$ cat src/rtl/uart_pkg.sv
// Shared UART definitions: receive FSM states and error-vector bit positions.
// The transmitter and BIST blocks import the same names.
package uart_pkg;

  typedef enum logic [2:0] {
    IDLE,
    DATA,
    PARITY,
    STOP,
    BREAK_WAIT
  } uart_state_e;

  localparam int ERR_BREAK  = 0;
  localparam int ERR_PARITY = 1;
  localparam int ERR_FRAME  = 2;

  function automatic int max_int(input int a, input int b);
    return (a > b) ? a : b;
  endfunction

  function automatic logic [2:0] err_vec(input logic brk, input logic par, input logic frm);
    logic [2:0] e;
    e             = '0;
    e[ERR_BREAK]  = brk;
    e[ERR_PARITY] = par;
    e[ERR_FRAME]  = frm;
    return e;
  endfunction

endpackage

$ cat src/rtl/uart_rx_deframer_if.sv
// Serial inputs and word/status outputs of the UART receive deframer.
// slave is the deframer side; master is the driver/monitor side.
interface uart_rx_deframer_if #(
  parameter int DATA_BITS = 8
);
  logic                 Rx;
  logic                 Loop_In;
  logic                 BIST_Mode;
  logic                 FIFO_Full;
  logic [DATA_BITS-1:0] Rx_Data;
  logic                 Rx_Valid;
  logic                 BIST_Valid;
  logic [2:0]           Rx_Error;
  logic                 Rx_Busy;
  logic                 RTS;

  modport slave (
    input  Rx, Loop_In, BIST_Mode, FIFO_Full,
    output Rx_Data, Rx_Valid, BIST_Valid, Rx_Error, Rx_Busy, RTS
  );

  modport master (
    output Rx, Loop_In, BIST_Mode, FIFO_Full,
    input  Rx_Data, Rx_Valid, BIST_Valid, Rx_Error, Rx_Busy, RTS
  );
endinterface

$ cat src/rtl/uart_sync2.sv
// Two-flop synchronizer; both flops load RESET_VAL so the output starts
// at the line's idle level.
module uart_sync2 #(
  parameter logic RESET_VAL = 1'b0
) (
  input  logic clk_i,
  input  logic rst_i,
  input  logic d_i,
  output logic q_o
);
  logic meta_q;
  logic sync_q;

  always_ff @(posedge clk_i or posedge rst_i) begin
    if (rst_i) begin
      meta_q <= RESET_VAL;
      sync_q <= RESET_VAL;
    end else begin
      meta_q <= d_i;
      sync_q <= meta_q;
    end
  end

  assign q_o = sync_q;
endmodule

$ cat src/rtl/uart_rx_deframer.sv
// UART receive deframer: one bit per clock, MSB-first data, optional even
// parity, break/parity/frame checks, strobes to the FIFO or BIST comparator.
module uart_rx_deframer
  import uart_pkg::*;
#(
  parameter int DATA_BITS  = 8,
  parameter int PARITY_BIT = 1,
  parameter int STOP_BITS  = 2
) (
  input  logic               Clk,
  input  logic               Rst,
  uart_rx_deframer_if.slave  bus
);
  localparam int MAX_BITS = max_int(DATA_BITS, STOP_BITS);
  localparam int CNT_W    = (MAX_BITS > 1) ? $clog2(MAX_BITS) : 1;

  uart_state_e          state_q;
  logic [CNT_W-1:0]     cnt_q;
  logic [DATA_BITS-1:0] shreg_q;
  logic [DATA_BITS-1:0] data_q;
  logic                 par_q;
  logic                 par_err_q;
  logic                 frame_q;
  logic                 any_one_q;
  logic                 bist_q;
  logic                 rx_valid_q;
  logic                 bist_valid_q;
  logic                 busy_q;
  logic                 rts_q;
  logic [2:0]           err_q;
  logic                 src_sel;
  logic                 src;
  logic                 rx_s;

  // Mid-frame the source stays on the mode latched at the start bit.
  assign src_sel = (state_q == IDLE) ? bus.BIST_Mode : bist_q;
  assign src     = src_sel ? bus.Loop_In : bus.Rx;

  uart_sync2 #(.RESET_VAL(1'b1)) u_sync (
    .clk_i (Clk),
    .rst_i (Rst),
    .d_i   (src),
    .q_o   (rx_s)
  );

  always_ff @(posedge Clk or posedge Rst) begin
    if (Rst) begin
      state_q      <= IDLE;
      cnt_q        <= '0;
      shreg_q      <= '0;
      data_q       <= '0;
      par_q        <= 1'b0;
      par_err_q    <= 1'b0;
      frame_q      <= 1'b0;
      any_one_q    <= 1'b0;
      bist_q       <= 1'b0;
      rx_valid_q   <= 1'b0;
      bist_valid_q <= 1'b0;
      busy_q       <= 1'b0;
      rts_q        <= 1'b0;
      err_q        <= '0;
    end else begin
      rx_valid_q   <= 1'b0;
      bist_valid_q <= 1'b0;
      rts_q        <= ~bus.FIFO_Full;
      case (state_q)
        IDLE: begin
          if (!rx_s) begin
            state_q   <= DATA;
            busy_q    <= 1'b1;
            cnt_q     <= CNT_W'(DATA_BITS - 1);
            par_q     <= 1'b0;
            par_err_q <= 1'b0;
            frame_q   <= 1'b0;
            any_one_q <= 1'b0;
            bist_q    <= bus.BIST_Mode;
          end
        end
        DATA: begin
          shreg_q   <= (shreg_q << 1) | DATA_BITS'(rx_s);
          par_q     <= par_q ^ rx_s;
          any_one_q <= any_one_q | rx_s;
          if (cnt_q == '0) begin
            if (PARITY_BIT != 0) begin
              state_q <= PARITY;
            end else begin
              state_q <= STOP;
              cnt_q   <= CNT_W'(STOP_BITS - 1);
            end
          end else begin
            cnt_q <= cnt_q - 1'b1;
          end
        end
        PARITY: begin
          par_err_q <= rx_s ^ par_q;
          any_one_q <= any_one_q | rx_s;
          state_q   <= STOP;
          cnt_q     <= CNT_W'(STOP_BITS - 1);
        end
        STOP: begin
          if (!rx_s) frame_q <= 1'b1;
          any_one_q <= any_one_q | rx_s;
          if (cnt_q == '0) begin
            // An all-zero frame is a break: error only, data and strobes untouched.
            if (!any_one_q && !rx_s) begin
              state_q <= BREAK_WAIT;
              err_q   <= err_vec(1'b1, 1'b0, 1'b0);
            end else begin
              state_q      <= IDLE;
              busy_q       <= 1'b0;
              data_q       <= shreg_q;
              err_q        <= err_vec(1'b0, par_err_q, frame_q | ~rx_s);
              rx_valid_q   <= ~bist_q;
              bist_valid_q <= bist_q;
            end
          end else begin
            cnt_q <= cnt_q - 1'b1;
          end
        end
        BREAK_WAIT: begin
          if (rx_s) begin
            state_q <= IDLE;
            busy_q  <= 1'b0;
          end
        end
        default: begin
          state_q <= IDLE;
          busy_q  <= 1'b0;
        end
      endcase
    end
  end

  assign bus.Rx_Data    = data_q;
  assign bus.Rx_Valid   = rx_valid_q;
  assign bus.BIST_Valid = bist_valid_q;
  assign bus.Rx_Error   = err_q;
  assign bus.Rx_Busy    = busy_q;
  assign bus.RTS        = rts_q;
endmodule

$ cat src/flat_wrapper.sv
// flat-port wrapper written by rule: the top's interface ports become plain ports
module uart_rx_deframer_flat import uart_pkg::*;
#(
  parameter int DATA_BITS  = 8,
  parameter int PARITY_BIT = 1,
  parameter int STOP_BITS  = 2
)
  (Clk, Rst, bus_Rx, bus_Loop_In, bus_BIST_Mode, bus_FIFO_Full, bus_Rx_Data, bus_Rx_Valid, bus_BIST_Valid, bus_Rx_Error, bus_Rx_Busy, bus_RTS);
  uart_rx_deframer_if #(.DATA_BITS(DATA_BITS)) bus_i ();
  input  logic Clk;
  input  logic Rst;
  input wire logic [$bits(bus_i.Rx)-1:0] bus_Rx;
  input wire logic [$bits(bus_i.Loop_In)-1:0] bus_Loop_In;
  input wire logic [$bits(bus_i.BIST_Mode)-1:0] bus_BIST_Mode;
  input wire logic [$bits(bus_i.FIFO_Full)-1:0] bus_FIFO_Full;
  output wire logic [$bits(bus_i.Rx_Data)-1:0] bus_Rx_Data;
  output wire logic [$bits(bus_i.Rx_Valid)-1:0] bus_Rx_Valid;
  output wire logic [$bits(bus_i.BIST_Valid)-1:0] bus_BIST_Valid;
  output wire logic [$bits(bus_i.Rx_Error)-1:0] bus_Rx_Error;
  output wire logic [$bits(bus_i.Rx_Busy)-1:0] bus_Rx_Busy;
  output wire logic [$bits(bus_i.RTS)-1:0] bus_RTS;
  assign bus_i.Rx = bus_Rx;
  assign bus_i.Loop_In = bus_Loop_In;
  assign bus_i.BIST_Mode = bus_BIST_Mode;
  assign bus_i.FIFO_Full = bus_FIFO_Full;
  assign bus_Rx_Data = bus_i.Rx_Data;
  assign bus_Rx_Valid = bus_i.Rx_Valid;
  assign bus_BIST_Valid = bus_i.BIST_Valid;
  assign bus_Rx_Error = bus_i.Rx_Error;
  assign bus_Rx_Busy = bus_i.Rx_Busy;
  assign bus_RTS = bus_i.RTS;
  uart_rx_deframer #(.DATA_BITS(DATA_BITS), .PARITY_BIT(PARITY_BIT), .STOP_BITS(STOP_BITS)) u_core (.Clk(Clk), .Rst(Rst), .bus(bus_i));
endmodule
$ cat config.mk
export PLATFORM = sky130hd
export DESIGN_NAME = uart_rx_deframer_flat
export DESIGN_NICKNAME = d
export VERILOG_FILES = /design/src/rtl/uart_pkg.sv /design/src/rtl/uart_rx_deframer_if.sv /design/src/rtl/uart_sync2.sv /design/src/rtl/uart_rx_deframer.sv /design/src/flat_wrapper.sv
export SDC_FILE = /design/constraint.sdc
export NUM_CORES = 1
export LEC_CHECK = 0
export CAP_MARGIN = 20
export CORE_ASPECT_RATIO = 1.75
export CORE_UTILIZATION = 35
export DETAILED_ROUTE_END_ITERATION = 6
export GPL_ROUTABILITY_DRIVEN = 0
export PLACE_DENSITY = 0.52
export SLEW_MARGIN = 20
export SYNTH_ARGS = -nofsm -noshare
export SYNTH_HDL_FRONTEND = slang
export SYNTH_HIERARCHICAL = 1
export SYNTH_SLANG_ARGS = --single-unit
$ cat constraint.sdc
create_clock -name Clk -period 2.2 [get_ports Clk]
set_input_delay 0.44 -clock Clk [delete_from_list [all_inputs] [get_ports Clk]]
set_output_delay 0.44 -clock Clk [all_outputs]
set_load 0.01 [all_outputs]
== Word level (Yosys, flattened, before mapping) ==
Index checks and enable logic that the tools add are counted.

* Output and inout bits: 15
* Bits of input ports: 6
* Bits in registers: 36

* Reduce and logical (&&, ||, !) cells: 23
* Bitwise operators: 9
* $add $sub $neg: 1
* Eq/ne operators: 11
* Mux-type cells: 28

{| class="wikitable"
|+ Operator list
! kind !! number
|-
| 3-bit 2-to-1 mux || 8
|-
| 3-bit one-hot mux with 5 select lines || 1
|-
| 1-bit 2-to-1 mux || 13
|-
| 2-bit != test, second input constant || 5
|-
| 2-bit AND reduction || 5
|-
| 3-bit one-hot mux with 3 select lines || 1
|-
| 3-bit AND reduction || 3
|-
| 8-bit by 1-bit OR with 8-bit output || 1
|-
| 1-bit one-hot mux with 2 select lines || 4
|-
| 2-bit nonzero test || 4
|-
| 3-bit by 2-bit equality test with 1-bit output, second input constant || 2
|-
| 3-bit zero test || 2
|-
| 1-bit NOT || 5
|-
| 5-bit AND reduction || 1
|-
| 2-bit by 1-bit != test with 1-bit output, second input constant || 2
|-
| 1-bit one-hot mux with 4 select lines || 1
|-
| 4-bit AND reduction || 1
|-
| 2-bit OR reduction || 2
|-
| 3-bit by 1-bit equality test with 1-bit output, second input constant || 1
|-
| 3-bit equality test, second input constant || 1
|-
| 3-bit nonzero test || 1
|-
| 3-bit OR reduction || 1
|-
| 3-bit by 1-bit subtractor with 3-bit output, second input constant || 1
|-
| 1-bit zero test || 2
|-
| 3 further kinds || 4
|}

== Depth between registers and ports, before layout ==
* Depth in word-level cells: 5
* Depth in mapped cells: 6
* Gate-level depth less buffers: 5

== Modules after synthesis ==
Netlist, hierarchy kept.

{| class="wikitable"
|+ By module, submodules not included
! module !! area each (µm²) !! times used !! cells an instance !! sequential area each (µm²)
|-
| uart_rx_deframer || 1549.0 || 1 || 126 || 850.8
|-
| uart_sync2 || 56.3 || 1 || 3 || 52.6
|}

== Worst setup path before layout ==
OpenSTA, ideal clock, no wires.

* Path type: flip-flop to flip-flop
* Start point: reg u_core.u_sync.sync_q (netlist: u_core/u_sync/q_o)
* End point: reg u_core.data_q[0] (netlist: u_core/bus.Rx_Data[0])
* Cell stages (with the launch flop): 5
* Setup slack: 0.572 ns
* Path buffers: 1
* Setup time: 0.125 ns
* Period minus slack after synthesis: 1.628 ns
* Data arrival time: 1.503 ns
* Cell sequence: dfstp_2 clkbuf_1 nor2_1 nor3_4 mux2_2

* Longest elaborated chain between the ends: 4

{| class="wikitable"
|+ RTL lines
! what !! line !! RTL
|-
| from (decl) || uart_sync2.sv:12 || <nowiki>logic sync_q;</nowiki>
|-
| from (signal assigned) || uart_sync2.sv:20 || <nowiki>sync_q <= meta_q;</nowiki>
|-
| 1-bit zero test || n/a ||
|-
| 1-bit logical AND || uart_rx_deframer.sv:105 || <nowiki>if (!any_one_q && !rx_s) begin</nowiki>
|-
| 1-bit NOT (no source line) || n/a ||
|-
| 3-bit AND reduction (no source line) || n/a ||
|-
| to (signal assigned) || uart_rx_deframer.sv:111 || <nowiki>data_q <= shreg_q;</nowiki>
|-
| to (decl) || uart_rx_deframer.sv:20 || <nowiki>logic [DATA_BITS-1:0] data_q;</nowiki>
|}

No other way between the ends.
A chain may end at the register's enable or synchronous reset.

== Final worst setup path ==
* Start point: reg u_core.cnt_q[0]
* End point: reg u_core.data_q[1] (netlist: u_core/bus.Rx_Data[1])

* Longest elaborated chain between the ends: 2

{| class="wikitable"
|+ RTL lines
! what !! line !! RTL
|-
| from (decl) || uart_rx_deframer.sv:18 || <nowiki>logic [CNT_W-1:0] cnt_q;</nowiki>
|-
| from (signal assigned) || uart_rx_deframer.sv:71 || <nowiki>cnt_q <= CNT_W'(DATA_BITS - 1);</nowiki>
|-
| from (signal assigned) || uart_rx_deframer.sv:88 || <nowiki>cnt_q <= CNT_W'(STOP_BITS - 1);</nowiki>
|-
| from (signal assigned) || uart_rx_deframer.sv:91 || <nowiki>cnt_q <= cnt_q - 1'b1;</nowiki>
|-
| 3-bit zero test || uart_rx_deframer.sv:103 || <nowiki>if (cnt_q == '0) begin</nowiki>
|-
| 3-bit AND reduction (no source line) || n/a ||
|}

No other way between the ends.

==> reports/results.ini <==
[logic_synthesis]
mean_syn_cell_area_um2=12.4
synth_cell_type_count=40
postSynthRegisterBits=36
synth_area_um2=1610
ys_warns=6
synth-seq-area-share=0.563
post_synth_inst_count=129
synth_fp_nets=137

[final_layout]
antenna-diode-count=0
flow.area_growth_from_synthesis_pct=22.4
fin_nets=161
drive_above_1_share=0.240

[hold_path]
min_path_type=in -> async

[power]
power.ir.vdd_worst_uv=641
power_density_nw_per_um2=1430
leakage_nw=0.853

[global_route]
grt_pass1_vias=1161
track_usage=0.158
global_route.overflow_total=0
antenna_found_initial=0
largest_net_degree_at_the_start_of_global_routing=34
grt_pass1_wl_um=5510

[clocking]
cts.repair_timing.setup_buffer_count=0
cts_hold_repair.buffers=0
clock_tree.root_cell=sky130_fd_sc_hd__clkbuf_8
cts_buffers=5
cts-htree-levels=2
cts_buffer_depth=2
cts_resized=0
clkSlewWorstSetupHoldPaths_ns=0.07
clk_sink_count=36
worstSkewPairLatency_ns=0.28
clock_tree_from_tritoncts=done

[timing]
min_period_over_period=0.856
worst_pin_slew_ns=0.456
fin_worst_skew_ns=0.00403
maxSlewViolCount=0
max_freq_mhz=531
report.final.hold_viol_count=0
maxSlewHeadroom=0.688
tns_ns=0
finalSetupViolations=0
whs_ns=0.333
layout_min_cycle_time_ns=1.88
grt_setup_unrepaired=no

[worst_setup_path]
crit_path_required_time_ns=2.37
timing.critical_path.fanout_max=9
worstSetupEndpointType=register
crit_arrival_ns=2.05
critical_path.startpoint=u_core/cnt_q[0]$_DFFE_PP0P_
crit_type=reg -> reg
startpoint_of_the_worst_slack_reg_to_reg_timing_path=u_core/cnt_q[0]$_DFFE_PP0P_
critical_path.startpoint_type=register

[status]
run_status=finished clean

[drt]
wire_per_inst_um=15.6
wirelength_um=3190
post_detailed_route_via_to_cell_ratio=5.12
drt_pre_antenna_iters=4
total_number_of_vias=1049
final_antenna_net_count=0
drc=0
drt_iter0_markers=25

[die]
initial_core_utilization=0.364
die_area_um2=4870
die-width_um=53.2
std_cell_rows=32
num_ports=21
chipHeight_um=91.6
placeableCoreArea_um2=4400

[placement]
portBuffers=20
dp_hpwl_um=2230

[flow_run]
maxCapViolations=0

cell usage after synthesis (all sizes together):
| cell type | n | share of area |
|---|---|---|
| a2111oi | 1 | 0.0055 |
| a211o | 1 | 0.0055 |
| a211oi | 1 | 0.0047 |
| a21oi | 5 | 0.016 |
| a22o | 1 | 0.0055 |
| a2bb2oi | 1 | 0.0055 |
| and2 | 1 | 0.0039 |
| and3b | 1 | 0.0055 |
| buf | 3 | 0.012 |
| clkbuf | 4 | 0.0094 |
| dfrtp | 34 | 0.53 |
| dfstp | 2 | 0.033 |
| ha | 2 | 0.016 |
| inv | 9 | 0.021 |
| mux2 | 20 | 0.14 |
| mux2i | 2 | 0.012 |
| nand2 | 2 | 0.0047 |
| nand2b | 2 | 0.0078 |
| nand3 | 2 | 0.0062 |
| nand3b | 3 | 0.022 |
| nor2 | 6 | 0.014 |
| nor2b | 1 | 0.0039 |
| nor3 | 6 | 0.033 |
| nor3b | 1 | 0.0047 |
| nor4 | 1 | 0.0039 |
| o211a | 1 | 0.0062 |
| o21ai | 5 | 0.016 |
| o21bai | 1 | 0.0047 |
| o22ai | 1 | 0.0039 |
| o2bb2ai | 1 | 0.0055 |
| o31ai | 1 | 0.0047 |
| o32a | 1 | 0.0062 |
| o41ai | 1 | 0.0055 |
| or2 | 1 | 0.0039 |
| or3 | 2 | 0.0078 |
| xnor2 | 1 | 0.0055 |
| xor2 | 1 | 0.0055 |
worst max-delay path: stages (launching register included):
cell                       delay [ns]
sky130_fd_sc_hd__dfrtp_1         0.42
sky130_fd_sc_hd__inv_1           0.09
sky130_fd_sc_hd__ha_1            0.18
sky130_fd_sc_hd__nand2b_1        0.19
sky130_fd_sc_hd__nor3_4          0.49
sky130_fd_sc_hd__mux2_2          0.39
cells in the final DEF (no fill, tap or decap), drive strengths merged, types with 3 or more instances in the layout:
cell,instances
a21oi,5
buf,4
clkbuf,8
clkdlybuf4s50,20
dfrtp,34
inv,9
mux2,20
nand3b,3
nor2,6
nor3,6
o21ai,5
per-stage QoR:
stage / utilization / power [mW] / instances / setup slack, ns / area (um2)
floorplan: - / 1.91 / 129 / 0.572 / 1610
global placement: 0.423 / 2.31 / 197 / 0.332 / 1860
detailed placement: 0.423 / 2.33 / 197 / 0.316 / 1860
finish: 0.446 / 2.82 / 205 / 0.317 / 1960
global route: 0.446 / 3.03 / 205 / 0.144 / 1960
CTS: 0.446 / 2.86 / 205 / 0.297 / 1960
state kept, by name, summed over array words and instances (netlist names), 3 cells and up:
register and flops:
u_core/bus.Rx_Data 8, u_core/shreg_q 8, u_core/bus.Rx_Error 3, u_core/cnt_q 3, u_core/state_q 3
cell families (layout without fill, tap and decap cells):
family,count (synthesis),after routing,share of synthesized area
DFF,36,36,0.563
and+or+nand+nor,29,29,0.121
AOI/OAI and AO/OA,22,22,0.0943
muxes,22,22,0.153
buffers and inverters,16,41,0.0429
adders and majority gates,2,2,0.0156
xor gates and xnor gates,2,2,0.0109
final timing paths:
| path | end | slack [ns] | cells after the start |
|---|---|---|---|
| max | u_core/bus.Rx_Data[1]$_DFFE_PP0P_ | 0.32 | 5 |
| min | u_core/bus.RTS$_DFF_PP0_ | 0.33 | 2 |
| max reg2reg | u_core/bus.Rx_Data[1]$_DFFE_PP0P_ | 0.32 | 5 |
| min reg2reg | u_core/u_sync/q_o$_DFF_PP1_ | 0.36 | 0 |
| max in group asynchronous | u_core/bus.Rx_Error[0]$_DFFE_PP0P_ | 1.27 | 3 |
| min in group Clk | u_core/u_sync/q_o$_DFF_PP1_ | 0.36 | 0 |
final cells by class:
class / instances / area [um2]
Inverter: 9 / 33.8
Multi-Input combinational cell: 77 / 633
Tap cell: 51 / 63.8
Fill cell: 431 / 2440
Timing Repair Buffer: 24 / 230
Clock buffer: 8 / 100
Sequential cell: 36 / 903
report_power, final:
group / internal, mW / switching (mW)
sequential: 0.958 / 0.219
combinational: 0.651 / 0.479
clock: 0.286 / 0.223
layer usage:
metal,up-vias,global-route usage,part of all wire
met5,-,0,0
met4,0,0.0811,0.024
met3,7,0.0302,0.022
met2,17,0.269,0.56
met1,526,0.177,0.39
li1,499,-,-
No activity file was read; power rests on OpenSTA's default activity.
